## src/rtl/ysyx_22040931_ifu_bpu.sv

```systemverilog
// ---------------------------------------------------------------------------
// ysyx_22040931_ifu_bpu
//
// Instruction-fetch stage with a 16-entry direct-mapped branch target buffer
// and a 2-bit saturating direction counter per entry. Holds the PC, drives
// the instruction-memory address and owns the IF/ID pipeline register.
// Decode feeds back its resolution of each control transfer. This block uses
// that feedback to redirect and flush on a misprediction, to train the BTB,
// and to keep prediction statistics.
//
// Ports
//   clock, reset      system clock, asynchronous active-high reset
//   inst_addr         current fetch PC (combinational from the PC register)
//   inst_data         instruction at inst_addr, valid in the same cycle
//   stall             load-use stall from decode (freezes PC, IF/ID and BTB)
//   id_pc             PC of the instruction in decode
//   id_jumptype       00 none, 01 branch, 10 jal, 11 taken jalr
//   id_taken          resolved taken
//   id_target         resolved target
//   id_error_pre      decode found a misprediction
//   pc_o, instr_o     IF/ID pc and instruction
//   valid_o           IF/ID holds a real instruction
//   pre_jump          IF/ID predicted taken
//   pre_branch        IF/ID predicted target (0 when not predicted taken)
//   br_total          resolved control transfers
//   br_correct        correctly predicted control transfers
// ---------------------------------------------------------------------------
module ysyx_22040931_ifu_bpu #(
   parameter int              PC_W     = 64,
   parameter int              INST_W   = 32,
   parameter int              BTB_IDX  = 4,
   parameter logic [PC_W-1:0] RESET_PC = 64'h8000_0000
) (
   input  logic              clock,
   input  logic              reset,
   output logic [PC_W-1:0]   inst_addr,
   input  logic [INST_W-1:0] inst_data,
   input  logic              stall,
   input  logic [PC_W-1:0]   id_pc,
   input  logic [1:0]        id_jumptype,
   input  logic              id_taken,
   input  logic [PC_W-1:0]   id_target,
   input  logic              id_error_pre,
   output logic [PC_W-1:0]   pc_o,
   output logic [INST_W-1:0] instr_o,
   output logic              valid_o,
   output logic              pre_jump,
   output logic [PC_W-1:0]   pre_branch,
   output logic [31:0]       br_total,
   output logic [31:0]       br_correct
);

   localparam int                N_ENT   = 1 << BTB_IDX;
   localparam int                TAG_W   = PC_W - BTB_IDX - 2;
   localparam logic [1:0]        JT_NONE = 2'b00;
   localparam logic [1:0]        JT_BR   = 2'b01;
   localparam logic [1:0]        JT_JAL  = 2'b10;
   localparam logic [1:0]        JT_JALR = 2'b11;
   localparam logic [INST_W-1:0] NOP     = INST_W'(32'h0000_0013);

   // PC and IF/ID register
   logic [PC_W-1:0]   pc_q, pc_d;
   logic [PC_W-1:0]   ifid_pc_q, ifid_pc_d;
   logic [INST_W-1:0] ifid_instr_q, ifid_instr_d;
   logic              ifid_valid_q, ifid_valid_d;
   logic              ifid_pj_q, ifid_pj_d;
   logic [PC_W-1:0]   ifid_pb_q, ifid_pb_d;
   logic [31:0]       total_q, total_d;
   logic [31:0]       correct_q, correct_d;

   // BTB storage
   logic [N_ENT-1:0]  btb_valid_q;
   logic [TAG_W-1:0]  btb_tag_q  [N_ENT];
   logic [1:0]        btb_type_q [N_ENT];
   logic [PC_W-1:0]   btb_tgt_q  [N_ENT];
   logic [1:0]        btb_ctr_q  [N_ENT];

   // ---------------- lookup (combinational on the fetch PC) ----------------
   logic [BTB_IDX-1:0] lk_idx;
   logic [TAG_W-1:0]   lk_tag;
   logic               lk_hit;
   logic               pred_taken;
   logic [PC_W-1:0]    pred_target;

   assign lk_idx      = pc_q[BTB_IDX+1:2];
   assign lk_tag      = pc_q[PC_W-1:BTB_IDX+2];
   assign lk_hit      = btb_valid_q[lk_idx] && (btb_tag_q[lk_idx] == lk_tag);
   // Only conditional branches consult the counter; jumps always predict taken.
   assign pred_taken  = lk_hit && ((btb_type_q[lk_idx] != JT_BR) || btb_ctr_q[lk_idx][1]);
   assign pred_target = btb_tgt_q[lk_idx];

   // ---------------- training from decode feedback ----------------
   logic [BTB_IDX-1:0] up_idx;
   logic [TAG_W-1:0]   up_tag;
   logic               up_en;
   logic               up_hit;
   logic [1:0]         up_ctr_cur;
   logic               wr_en;
   logic [1:0]         wr_ctr;
   logic [PC_W-1:0]    wr_tgt;

   assign up_idx     = id_pc[BTB_IDX+1:2];
   assign up_tag     = id_pc[PC_W-1:BTB_IDX+2];
   // A bubble in IF/ID or stale operands during a load stall must not train.
   assign up_en      = !stall && ifid_valid_q && (id_jumptype != JT_NONE);
   assign up_hit     = btb_valid_q[up_idx] && (btb_tag_q[up_idx] == up_tag);
   assign up_ctr_cur = btb_ctr_q[up_idx];

   // NOTE: every variable driven in an always_comb gets a default on entry so
   // no path leaves it unassigned, which would otherwise infer a latch.
   always_comb begin
      wr_en  = 1'b0;
      wr_ctr = 2'b00;
      wr_tgt = id_target;
      if (up_en) begin
         case (id_jumptype)
            JT_BR: begin
               if (up_hit) begin
                  wr_en = 1'b1;
                  if (id_taken) begin
                     wr_ctr = (up_ctr_cur == 2'b11) ? 2'b11 : up_ctr_cur + 2'd1;
                  end else begin
                     wr_ctr = (up_ctr_cur == 2'b00) ? 2'b00 : up_ctr_cur - 2'd1;
                     // Not-taken outcome carries no useful target.
                     wr_tgt = btb_tgt_q[up_idx];
                  end
               end else if (id_taken) begin
                  // Allocate weakly taken; a not-taken miss is never allocated.
                  wr_en  = 1'b1;
                  wr_ctr = 2'b10;
               end
            end
            JT_JAL, JT_JALR: begin
               wr_en  = 1'b1;
               wr_ctr = 2'b11;
            end
            default: ;
         endcase
      end
   end

   // ---------------- next-state for PC, IF/ID and statistics ----------------
   always_comb begin
      pc_d         = pc_q;
      ifid_pc_d    = ifid_pc_q;
      ifid_instr_d = ifid_instr_q;
      ifid_valid_d = ifid_valid_q;
      ifid_pj_d    = ifid_pj_q;
      ifid_pb_d    = ifid_pb_q;
      total_d      = total_q;
      correct_d    = correct_q;

      if (!stall) begin
         if (id_error_pre) begin
            pc_d         = id_taken ? id_target : id_pc + PC_W'(4);
            ifid_pc_d    = '0;
            ifid_instr_d = NOP;
            ifid_valid_d = 1'b0;
            ifid_pj_d    = 1'b0;
            ifid_pb_d    = '0;
         end else begin
            pc_d         = pred_taken ? pred_target : pc_q + PC_W'(4);
            ifid_pc_d    = pc_q;
            ifid_instr_d = inst_data;
            ifid_valid_d = 1'b1;
            ifid_pj_d    = pred_taken;
            ifid_pb_d    = pred_taken ? pred_target : '0;
         end
      end

      if (up_en) begin
         total_d = total_q + 32'd1;
         if (!id_error_pre) begin
            correct_d = correct_q + 32'd1;
         end
      end
   end

   // NOTE: sequential state is updated with non-blocking assignments only, so
   // every flop samples the pre-edge values regardless of block ordering.
   always_ff @(posedge clock or posedge reset) begin
      if (reset) begin
         pc_q         <= RESET_PC;
         ifid_pc_q    <= '0;
         ifid_instr_q <= NOP;
         ifid_valid_q <= 1'b0;
         ifid_pj_q    <= 1'b0;
         ifid_pb_q    <= '0;
         total_q      <= '0;
         correct_q    <= '0;
         btb_valid_q  <= '0;
      end else begin
         pc_q         <= pc_d;
         ifid_pc_q    <= ifid_pc_d;
         ifid_instr_q <= ifid_instr_d;
         ifid_valid_q <= ifid_valid_d;
         ifid_pj_q    <= ifid_pj_d;
         ifid_pb_q    <= ifid_pb_d;
         total_q      <= total_d;
         correct_q    <= correct_d;
         if (wr_en) begin
            btb_valid_q[up_idx] <= 1'b1;
         end
      end
   end

   // NOTE: the BTB payload has no reset; the cleared valid bits guarantee that
   // stale tag/target/counter contents are never used, and leaving the arrays
   // unreset lets them map onto plain storage.
   always_ff @(posedge clock) begin
      if (wr_en) begin
         btb_tag_q[up_idx]  <= up_tag;
         btb_type_q[up_idx] <= id_jumptype;
         btb_tgt_q[up_idx]  <= wr_tgt;
         btb_ctr_q[up_idx]  <= wr_ctr;
      end
   end

   // ---------------- outputs ----------------
   assign inst_addr  = pc_q;
   assign pc_o       = ifid_pc_q;
   assign instr_o    = ifid_instr_q;
   assign valid_o    = ifid_valid_q;
   assign pre_jump   = ifid_pj_q;
   assign pre_branch = ifid_pb_q;
   assign br_total   = total_q;
   assign br_correct = correct_q;

endmodule
```

## config.mk

```make
export PLATFORM = sky130hd
export DESIGN_NAME = ysyx_22040931_ifu_bpu
export DESIGN_NICKNAME = d
export VERILOG_FILES = /design/src/rtl/ysyx_22040931_ifu_bpu.sv
export SDC_FILE = /design/constraint.sdc
export NUM_CORES = 2
export LEC_CHECK = 0
export CORE_ASPECT_RATIO = 1.4
export CORE_MARGIN = 1
export CORE_UTILIZATION = 35
export DETAILED_ROUTE_END_ITERATION = 8
export GPL_TIMING_DRIVEN = 0
export PLACE_DENSITY = 0.54
export RECOVER_POWER = 100
export SLEW_MARGIN = 20
export SYNTH_ARGS = -nofsm -noshare
export SYNTH_HDL_FRONTEND = slang
export SYNTH_SLANG_ARGS = --single-unit
```

## constraint.sdc

```tcl
create_clock -name clock -period 13.9 [get_ports clock]
set_clock_uncertainty 0.2 [all_clocks]
set_input_delay 1.39 -clock clock [delete_from_list [all_inputs] [get_ports clock]]
set_output_delay 1.39 -clock clock [all_outputs]
set_load 0.005 [all_outputs]
```

==> flow_metrics.tcl <==
set metrics [dict create \
    ys_warn_count 0 \
    synth_edf_count 2016 \
    violations "max-capacitance violations, max-slew violations" \
    cp-end-kind "flop" \
    drc_errors 0 \
    async_reset_ff_frac 0.1318 \
    die-area_um2 295600 \
    yosys.area.top_type "edfxtp_1" \
    grt_max_degree 83 \
    path_clk_slew_ps 60 \
    timing.fmax_mhz 79.55 \
    post_cts_buffers 0 \
    overflow 0 \
    post_drt_via_cell_ratio 6.333 \
    arrival_ps 12900 \
    syn_area_um2 102700 \
    yosysSeqAreaShare 0.6641 \
    gp_congestion 1.070 \
    powerDensity_nw_per_um2 148.2 \
    power.leakage_nw 42.45 \
    dr.pass1.iters 9 \
    synth_top_area_frac 0.5895 \
    fillers 26370 \
    clock_latency_ps 960 \
    track_usage 0.3461 \
    worstSetupStartpointType "input pin" \
    utilization 0.4221 \
    die_w_um 459.8 \
    path_class "in2reg" \
    setup_viol 0 \
    clockBufferDepth 4 \
    die_h_um 642.9 \
    cp_max_fo 13 \
    cts_root_buffer "clkbuf_16" \
    synth_cell_type_count 95 \
    port_buffers 454 \
    hp-class "reg2reg" \
    layout_setup_ws_ps 1330 \
    fin_tns_setup_ps 0 \
    cts_buffers 242 \
    synthFlopType "edfxtp_1" \
    min_period_over_period 0.9043 \
    ir_worst_vdd_uv 116.2 \
    cap_violations 63 \
    vias 70610 \
    layout_min_cycle_time_ps 12570 \
    worstMarginPinSlew_ps 5302 \
    drt_iter0_markers 10440 \
    maxSlewHeadroom -2.534 \
    layout.nets 7191 \
    hpwlAfterDp_mm 388.6 \
    ys_seq_elements 2322 \
    synth_area_per_cell_um2 16.74 \
    routed_wl_mm 519.2 \
    worstPathRequired_ps 14230 \
    grt_pass1_vias 68050 \
    rows 234 \
    routedWlPerCell_um 46.57 \
    coreArea_um2 291000 \
    ios 457 \
    drv_slew 1187 \
    cts_tree "done" \
    htreeDepth 4 \
    synth_area_leaders "edfxtp_1 59%, mux4_2 13%, dfrtp_1 7.4%" \
    syn_inst 6136 \
    pre_cts_ws_ps 2467 \
    drive_gt1_frac 0.1940 \
    rsz0062_at_grt "false" \
    cts_resized 0 \
    outcome "finished, violations left" \
    grt_pass1_wl_mm 670.5 \
    final_antenna_net_count 0 \
    syn_nets 6310 \
    antenna_found_initial 100 \
    hold_buffers 0 \
    report.final.hold_viol_count 0 \
    areaGrowthSynthToFinish_pct 19.63 \
    start_util 0.3529 \
    cts_num_sinks 2322 \
]
==> placed cells by master (no fill, tap or decap), types with 39 or more instances in the layout <==
master            n
diode_2          39
nand4_1          83
nand3_1         104
nand2_1         507
inv_1            68
clkbuf_1        337
nor2_1          135
dlygate4sd3_1   393
mux2i_1         403
buf_12           56
o31ai_1          40
clkbuf_16       245
mux2_2           45
clkbuf_2         55
a21oi_1         104
xor2_1           71
edfxtp_1       2016
nor3_1           68
dfrtp_1         302
nor2b_1          52
buf_2           111
clkinv_2         51
a22oi_1         141
and3_1           60
a22o_1           66
xnor2_1         147
buf_16           49
mux4_2          611
o21ai_0         173
==> cell usage after synthesis (all sizes together) (9+ instances only) <==
master	number
and3	60
dfrtp	302
nor4	27
mux2	45
a211o	26
o22ai	28
nand4	83
a21o	38
inv	72
nand3b	9
o21bai	14
and2	20
o21ai	174
nand2b	31
edfxtp	2016
o31ai	40
nand3	104
a221oi	28
a22o	66
nor2b	53
nor3	69
a2111oi	14
nor2	152
mux2i	407
xnor2	147
a211oi	14
buf	202
xor2	72
a22oi	141
a21oi	105
nor3b	12
o2111ai	10
or3	12
and4	19
nand2	507
a31oi	15
clkbuf	220
mux4	617
o211ai	19
or4	13
==> power breakdown <==
part	switching, W	total [W]	internal (W)	leakage, nW
clock network	0.00292	0.00665	0.00373	3.82
logic	0.00253	0.00367	0.00114	16.5
registers	0.000196	0.00788	0.00769	22.2
total	0.00565	0.0182	0.0126	42.4
==> layout make-up <==
type	count	area [um^2]	area share
antenna	39	97.59	0.0007944
inverter	72	271.5	0.002210
clock inverter	136	1406	0.01145
buffer	422	2068	0.01684
timing repair buffer	637	7186	0.05849
sequential	2322	68200	0.5552
multi-input combinational	3320	32280	0.2628
clock buffer	307	6464	0.05262
tap	3894	4872	0.03966
==> sequential cells by signal (all words and copies together), names as in the netlist <==
| name | cells |
|---|---|
| btb_tgt_q | 1024 |
| btb_tag_q | 928 |
| inst_addr | 64 |
| pc_o | 64 |
| pre_branch | 64 |
| br_correct | 32 |
| br_total | 32 |
| btb_ctr_q | 32 |
| btb_type_q | 32 |
| instr_o | 32 |
| btb_valid_q | 16 |
| pre_jump | 1 |
| valid_o | 1 |
==> metal layers <==
| layer | vias to the layer above | track usage | part of all wire |
|---|---|---|---|
| met5 | - | 0 | 0.00055 |
| met4 | 42 | 0.2620 | 0.095 |
| met3 | 1445 | 0.08083 | 0.10 |
| met2 | 5107 | 0.5449 | 0.46 |
| met1 | 37480 | 0.4109 | 0.35 |
| li1 | 26530 | - | - |
==> kinds of logic (layout without fill, tap and decap cells) <==
family	count (synthesis)	count (layout)	synth area share
mux	1069	1069	0.1801
other cells	0	39	0
buf+inv	494	1574	0.02227
xor+xnor	219	219	0.01868
fa+ha+maj	8	8	0.0009503
compound gates	828	828	0.05663
simple gates	1196	1196	0.05718
flops	2322	2322	0.6641
==> worst paths after layout <==
kind / endpoint / slack, ps / cells after the start / start
worst max-delay path: btb_tag_q[10][1] / 1330 / 20 / id_pc[2]
worst min-delay path: br_correct[31] / 270 / 1 / br_correct[31]
worst max register to register: inst_addr[26] / 1860 / 14 / inst_addr[4]
worst min register to register: br_correct[31] / 270 / 1 / br_correct[31]
max in group asynchronous: inst_addr[6] / 3370 / 4 / reset
min in group asynchronous: pc_o[55] / 1430 / 2 / reset
==> metrics by stage <==
step           std cells  area (um^2)  hold slack [ps]  total power (W)
2_1_floorplan       6136       102700            247.2         0.009515
3_3_place_gp       10480       112100            262.3          0.01154
3_5_place_dp       10670       116500            261.5          0.01161
4_1_cts            11110       124400            274.5          0.01817
5_1_grt            11120       122800            282.8          0.01844
6_report           11150       122800            265.8          0.01820
==> worst max-delay path, stage by stage <==
cell,delay [ps]
dlygate4sd3_1,660
buf_2,430
buf_4,380
clkbuf_1,1680
buf_2,960
clkbuf_1,1220
buf_2,860
mux2i_1,190
a22oi_1,190
nand2_1,340
a21oi_1,570
o2111ai_1,230
a2111oi_0,370
and4_1,620
a21boi_1,310
clkbuf_1,500
nor2_4,550
buf_16,220
buf_12,200
clkbuf_1,830
Note: power is estimated with default switching activity, not from simulation.
